File: config.mk
export PLATFORM = sky130hd
export DESIGN_NAME = mem_arbiter
export DESIGN_NICKNAME = d
export VERILOG_FILES = /design/src/rtl/mem_arbiter.sv
export SDC_FILE = /design/constraint.sdc
export NUM_CORES = 1
export LEC_CHECK = 0
export ABC_AREA = 1
export BUFFER_PORTS_ARGS = -buffer_cell sky130_fd_sc_hd__buf_2
export CAP_MARGIN = 20
export CORE_AREA = 5 5 205 207
export CTS_CLUSTER_SIZE = 14
export DETAILED_ROUTE_END_ITERATION = 6
export DIE_AREA = 0 0 210 212
export GPL_TIMING_DRIVEN = 0
export MAX_ROUTING_LAYER = met4
export PLACE_DENSITY = 0.57
export SYNTH_ARGS = -nofsm -noshare
export SYNTH_HDL_FRONTEND = slang
export SYNTH_SLANG_ARGS = --single-unit
File: constraint.sdc
create_clock -name clk -period 1.8 [get_ports clk]
set_input_delay 0.18 -clock clk [delete_from_list [all_inputs] [get_ports clk]]
set_output_delay 0.18 -clock clk [all_outputs]
set_load 0.05 [all_outputs]
File: src/rtl/mem_arbiter.sv
// mem_arbiter: shares the single physical memory request port between the
// instruction fetch unit (IFU) and the load/store unit (LSU).
// One transaction is outstanding at a time. Simultaneous requests are
// arbitrated round-robin. A response timeout keeps a hung memory from
// stalling the core forever, and the timeout is recorded in sticky bus_err.
module mem_arbiter #(
  parameter int unsigned AW      = 64,
  parameter int unsigned DW      = 64,
  parameter int unsigned TIMEOUT = 255   // legal range 1..65535
) (
  input  logic            clk,
  input  logic            rst_n,
  // instruction fetch channel
  input  logic            ifu_req_valid,
  output logic            ifu_req_ready,
  input  logic [AW-1:0]   ifu_addr,
  output logic            ifu_resp_valid,
  output logic [DW-1:0]   ifu_resp_data,
  // load/store channel
  input  logic            lsu_req_valid,
  output logic            lsu_req_ready,
  input  logic            lsu_we,
  input  logic [AW-1:0]   lsu_addr,
  input  logic [DW-1:0]   lsu_wdata,
  input  logic [DW/8-1:0] lsu_wmask,
  output logic            lsu_resp_valid,
  output logic [DW-1:0]   lsu_resp_data,
  // downstream memory port
  output logic            mem_valid,
  input  logic            mem_ready,
  output logic            mem_we,
  output logic [AW-1:0]   mem_addr,
  output logic [DW-1:0]   mem_wdata,
  output logic [DW/8-1:0] mem_wmask,
  input  logic            mem_rvalid,
  input  logic [DW-1:0]   mem_rdata,
  // sticky timeout flag
  output logic            bus_err
);

  typedef enum logic [1:0] {
    IDLE = 2'd0,   // waiting for a requester
    REQ  = 2'd1,   // request presented downstream, waiting for mem_ready
    RESP = 2'd2    // request accepted downstream, waiting for mem_rvalid
  } state_e;

  typedef enum logic {
    OWN_IFU = 1'b0,
    OWN_LSU = 1'b1
  } owner_e;

  // Last wait-counter value before the timeout fires: the timeout completes
  // the transaction in the TIMEOUT-th RESP cycle without a response.
  localparam logic [15:0] CntLast = 16'(TIMEOUT - 1);

  // State and datapath registers
  state_e            state_q,          state_d;
  owner_e            owner_q,          owner_d;
  owner_e            last_grant_q,     last_grant_d;
  logic [15:0]       cnt_q,            cnt_d;
  logic              bus_err_q,        bus_err_d;
  logic              mem_valid_q,      mem_valid_d;
  logic              mem_we_q,         mem_we_d;
  logic [AW-1:0]     mem_addr_q,       mem_addr_d;
  logic [DW-1:0]     mem_wdata_q,      mem_wdata_d;
  logic [DW/8-1:0]   mem_wmask_q,      mem_wmask_d;
  logic              ifu_resp_valid_q, ifu_resp_valid_d;
  logic [DW-1:0]     ifu_resp_data_q,  ifu_resp_data_d;
  logic              lsu_resp_valid_q, lsu_resp_valid_d;
  logic [DW-1:0]     lsu_resp_data_q,  lsu_resp_data_d;

  // Arbitration results for the current IDLE cycle
  logic              grant_ifu;
  logic              grant_lsu;

  // Completion of the outstanding transaction in RESP
  logic              done;
  logic [DW-1:0]     done_data;

  // Round-robin winner selection; ready is only ever offered in IDLE and
  // is held low while reset is asserted.
  always_comb begin
    // NOTE: every signal driven from always_comb gets a default before any
    // branch; a path that leaves a signal unassigned infers a latch.
    grant_ifu = 1'b0;
    grant_lsu = 1'b0;
    if (rst_n && (state_q == IDLE)) begin
      if (lsu_req_valid && (!ifu_req_valid || (last_grant_q == OWN_IFU))) begin
        grant_lsu = 1'b1;
      end else if (ifu_req_valid) begin
        grant_ifu = 1'b1;
      end
    end
  end

  assign ifu_req_ready = grant_ifu;
  assign lsu_req_ready = grant_lsu;

  // Next-state, request latching and response generation
  always_comb begin
    state_d          = state_q;
    owner_d          = owner_q;
    last_grant_d     = last_grant_q;
    cnt_d            = cnt_q;
    bus_err_d        = bus_err_q;
    mem_valid_d      = 1'b0;
    mem_we_d         = mem_we_q;
    mem_addr_d       = mem_addr_q;
    mem_wdata_d      = mem_wdata_q;
    mem_wmask_d      = mem_wmask_q;
    ifu_resp_valid_d = 1'b0;
    ifu_resp_data_d  = '0;
    lsu_resp_valid_d = 1'b0;
    lsu_resp_data_d  = '0;
    done             = 1'b0;
    done_data        = '0;

    case (state_q)
      IDLE: begin
        if (grant_lsu) begin
          mem_valid_d  = 1'b1;
          mem_we_d     = lsu_we;
          mem_addr_d   = lsu_addr;
          mem_wdata_d  = lsu_wdata;
          mem_wmask_d  = lsu_wmask;
          owner_d      = OWN_LSU;
          last_grant_d = OWN_LSU;
          state_d      = REQ;
        end else if (grant_ifu) begin
          // Fetches are always reads with no byte lanes enabled.
          mem_valid_d  = 1'b1;
          mem_we_d     = 1'b0;
          mem_addr_d   = ifu_addr;
          mem_wdata_d  = '0;
          mem_wmask_d  = '0;
          owner_d      = OWN_IFU;
          last_grant_d = OWN_IFU;
          state_d      = REQ;
        end
      end

      REQ: begin
        // Latched fields stay put; only the valid flag is decided here.
        if (mem_ready) begin
          cnt_d   = '0;
          state_d = RESP;
        end else begin
          mem_valid_d = 1'b1;
        end
      end

      RESP: begin
        cnt_d = cnt_q + 16'd1;
        if (mem_rvalid) begin
          // Stores are acknowledged with zero data, whatever the memory drives.
          done      = 1'b1;
          done_data = mem_we_q ? '0 : mem_rdata;
        end else if (cnt_q == CntLast) begin
          // Forced completion: the requester gets zero data, the error sticks.
          done      = 1'b1;
          done_data = '0;
          bus_err_d = 1'b1;
        end
        if (done) begin
          state_d = IDLE;
          if (owner_q == OWN_LSU) begin
            lsu_resp_valid_d = 1'b1;
            lsu_resp_data_d  = done_data;
          end else begin
            ifu_resp_valid_d = 1'b1;
            ifu_resp_data_d  = done_data;
          end
        end
      end

      default: begin
        state_d = IDLE;
      end
    endcase
  end

  // State register; asynchronous reset drops any in-flight transaction.
  always_ff @(posedge clk or negedge rst_n) begin
    // NOTE: sequential state uses non-blocking assignments only, so every
    // register samples the pre-edge values regardless of statement order.
    if (!rst_n) begin
      state_q          <= IDLE;
      owner_q          <= OWN_IFU;
      last_grant_q     <= OWN_IFU;
      cnt_q            <= '0;
      bus_err_q        <= 1'b0;
      mem_valid_q      <= 1'b0;
      mem_we_q         <= 1'b0;
      mem_addr_q       <= '0;
      mem_wdata_q      <= '0;
      mem_wmask_q      <= '0;
      ifu_resp_valid_q <= 1'b0;
      ifu_resp_data_q  <= '0;
      lsu_resp_valid_q <= 1'b0;
      lsu_resp_data_q  <= '0;
    end else begin
      state_q          <= state_d;
      owner_q          <= owner_d;
      last_grant_q     <= last_grant_d;
      cnt_q            <= cnt_d;
      bus_err_q        <= bus_err_d;
      mem_valid_q      <= mem_valid_d;
      mem_we_q         <= mem_we_d;
      mem_addr_q       <= mem_addr_d;
      mem_wdata_q      <= mem_wdata_d;
      mem_wmask_q      <= mem_wmask_d;
      ifu_resp_valid_q <= ifu_resp_valid_d;
      ifu_resp_data_q  <= ifu_resp_data_d;
      lsu_resp_valid_q <= lsu_resp_valid_d;
      lsu_resp_data_q  <= lsu_resp_data_d;
    end
  end

  assign mem_valid      = mem_valid_q;
  assign mem_we         = mem_we_q;
  assign mem_addr       = mem_addr_q;
  assign mem_wdata      = mem_wdata_q;
  assign mem_wmask      = mem_wmask_q;
  assign ifu_resp_valid = ifu_resp_valid_q;
  assign ifu_resp_data  = ifu_resp_data_q;
  assign lsu_resp_valid = lsu_resp_valid_q;
  assign lsu_resp_data  = lsu_resp_data_q;
  assign bus_err        = bus_err_q;

endmodule

==> results_dict.tcl <==
set metrics [dict create \
    synthDistinctLibCells 24 \
    overflow 0 \
    place.gp.congestion 0.927 \
    worst_pin_slew_ps 621 \
    netlist_area_um2 11600 \
    slew_headroom 0.586 \
    synthXorXnorAreaFrac 0 \
    critPathArrivalTime_ps 1610 \
    final_cell_mix "591 x nand2_1, 573 x buf_2, 288 x dfrtp_1" \
    synth_mux_area_frac 0 \
    start_util 0.289 \
    min_period_over_period 0.993 \
    synth_compound_area_frac 0.00961 \
    htreeDepth 2 \
    hpwlAfterDp_um 34300 \
    ant_nets 0 \
    ys_seq_area_frac 0.622 \
    route.detailed.drc 0 \
    io_buffers 541 \
    num_vias 11900 \
    drive_above_1_share 0.307 \
    cp.buffers_inverters 4 \
    timing.setup.tns_ps 0 \
    syn_inst 1374 \
    total_leakage_power_nw 10.8 \
    yosys_warnings 0 \
    antenna_found_initial 0 \
    area_growth_pct 60.0 \
    via_per_inst 4.35 \
    first_pass_iters 5 \
    cts_buffer_depth 3 \
    min_period_ps 1790 \
    hold_class "in -> async" \
    worstSetupPathType "reg -> out" \
    finalClockSkew_ps 15.3 \
    grt_pass1_vias 12100 \
    synth_fp_nets 1647 \
    final_util 0.462 \
    clkSinkCount 288 \
    n_fill_cell 3859 \
    mostFrequentLayoutCell "nand2_1" \
    drv_cap 0 \
    rsz0062_at_grt "true" \
    slew_violations 0 \
    grt_pass1_wl_um 69500 \
    core-area_um2 40200 \
    die_h_um 212 \
    critPathTopFamily "buffers and inverters" \
    die_area_um2 44500 \
    clock_latency_ps 510 \
    grtUsageTotal 0.206 \
    n_antenna_cell 0 \
    ys_ff_latch 288 \
    setup_violations 0 \
    async_reset_ff_frac 1.00 \
    nets 2455 \
    crit_chain "inv_2 -> nand3_4 -> nor2_4 -> buf_8 -> buf_8 -> buf_8" \
    critPathMaxFanout 4 \
    fin_ws_ps 12.5 \
    synth_edf_count 0 \
    cts_tree "yes" \
    worstSetupStartpointType "flop" \
    drtIter0Drc 761 \
    clk_pin_slew_ps 60 \
    die_x_um 210 \
    max_stage_delay_ps 390 \
    io_pins 542 \
    cts-root-buf "clkbuf_16" \
    cts_hold_buffers 219 \
    grt_max_degree 117 \
    place_area_um2 15000 \
    p_per_area_nw_per_um2 1550 \
    fin_area_um2 18600 \
    hold_viol_final 121 \
    synthFlopType "dfrtp_1" \
    end_kind "output pin" \
    crit_required_ps 1620 \
    cts_buffers 34 \
    wl_um 46500 \
    yosys.area_share.simple 0.285 \
    pre_cts_slack_ps -1010 \
    violations "negative hold slack" \
    wl_per_cell_um 17.0 \
    status "complete, but fails checks" \
    cpMostUsedCell "buf_8" \
    synth_top_family_by_area "simple AND/OR/NAND/NOR gates" \
    row_count 74 \
    synthAdderAreaFrac 0.00216 \
    fin_hold_ws_ps -427 \
    fmax_ghz 0.559 \
    crit_slowest_cell "dfrtp_1" \
    peakVddDrop_v 0.000852 \
    synth_area_per_cell_um2 8.44 \
]
==> stage by stage <==
step	power [W]	std cells
after CTS	0.0289	2731
after floorplan	0.0175	1374
after detailed placement	0.0213	2449
after global routing	0.0302	2735
final	0.0287	2735
after global placement	0.0211	2447
==> metal layers <==
| metal | routed length, um | vias up | track usage |
|---|---|---|---|
| met3 | 2300 | 101 | 0.0292 |
| met2 | 23500 | 402 | 0.346 |
| li1 | - | 5711 | - |
| met1 | 19000 | 5695 | 0.255 |
| met5 | 0 | - | - |
| met4 | 1650 | 0 | 0.0740 |
==> final timing paths <==
path | start | endpoint | slack [ps] | cells past startpoint
max | state_q[1]$_DFFE_PN0P_ | lsu_req_ready | 10 | 6
min | rst_n | lsu_resp_data[36]$_DFF_PN0_ | -430 | 1
max reg2reg | state_q[1]$_DFFE_PN0P_ | lsu_resp_data[31]$_DFF_PN0_ | 70 | 7
min reg2reg | mem_wdata[16]$_DFFE_PN0P_ | mem_wdata[16]$_DFFE_PN0P_ | 470 | 2
max in group asynchronous | rst_n | mem_wdata[8]$_DFFE_PN0P_ | 1250 | 2
min in group clk | lsu_addr[28] | mem_addr[28]$_DFFE_PN0P_ | 20 | 5
==> synthesized netlist by cell type, types with 2 or more instances <==
master	instances	area (um2)
o21bai_1	2	15.0
inv_1	152	571
ha_1	2	25.0
dfrtp_1	288	7210
clkbuf_1	7	26.3
buf_2	45	225
nand2_1	594	2230
nand2_2	2	12.5
nand4_1	9	56.3
inv_2	4	15.0
nor2_1	151	567
buf_4	12	90.1
nor3_1	3	15.0
nand3_1	80	400
a21oi_1	4	20.0
o21ai_0	11	55.1
==> registers in the layout, indices dropped and copies added (netlist names), 2 cells and up <==
name           flops
mem_wdata         64
lsu_resp_data     64
state_q            2
mem_addr          64
ifu_resp_data     64
cnt_q             16
mem_wmask          8
==> logic make-up (layout without fill, tap and decap cells) <==
group,after synthesis,in the layout
buf+inv,222,1051
simple gates,842,842
flops,288,288
fa+ha+maj,2,2
compound gates,20,20
==> report_power, final <==
group | total, W | switching, W | internal [W]
clock | 0.00695 | 0.00266 | 0.00429
combinational | 0.0127 | 0.00970 | 0.00302
sequential | 0.00902 | 0.000907 | 0.00812
==> what timing repair did <==
| item | 4_1_cts | 5_1_grt |
|---|---|---|
| gates cloned | 1 | 0 |
| pin swaps | 1 | 2 |
| gates resized for setup | 22 | 15 |
| buffers inserted | 5 | 4 |
| endpoints found under the hold margin | 318 | 70 |
| setup endpoints to repair | 126 | 46 |
==> final cells by class <==
type | count | area (um2) | share of cell area
multi-input combinational | 864 | 3470 | 0.187
inverter | 157 | 589 | 0.0318
tap | 532 | 666 | 0.0359
clock inverter | 10 | 156 | 0.00843
timing repair buffer | 772 | 5090 | 0.274
clock buffer | 47 | 961 | 0.0518
sequential | 288 | 7210 | 0.388
buffer | 65 | 414 | 0.0223
Note: power is estimated with default switching activity, not from simulation.
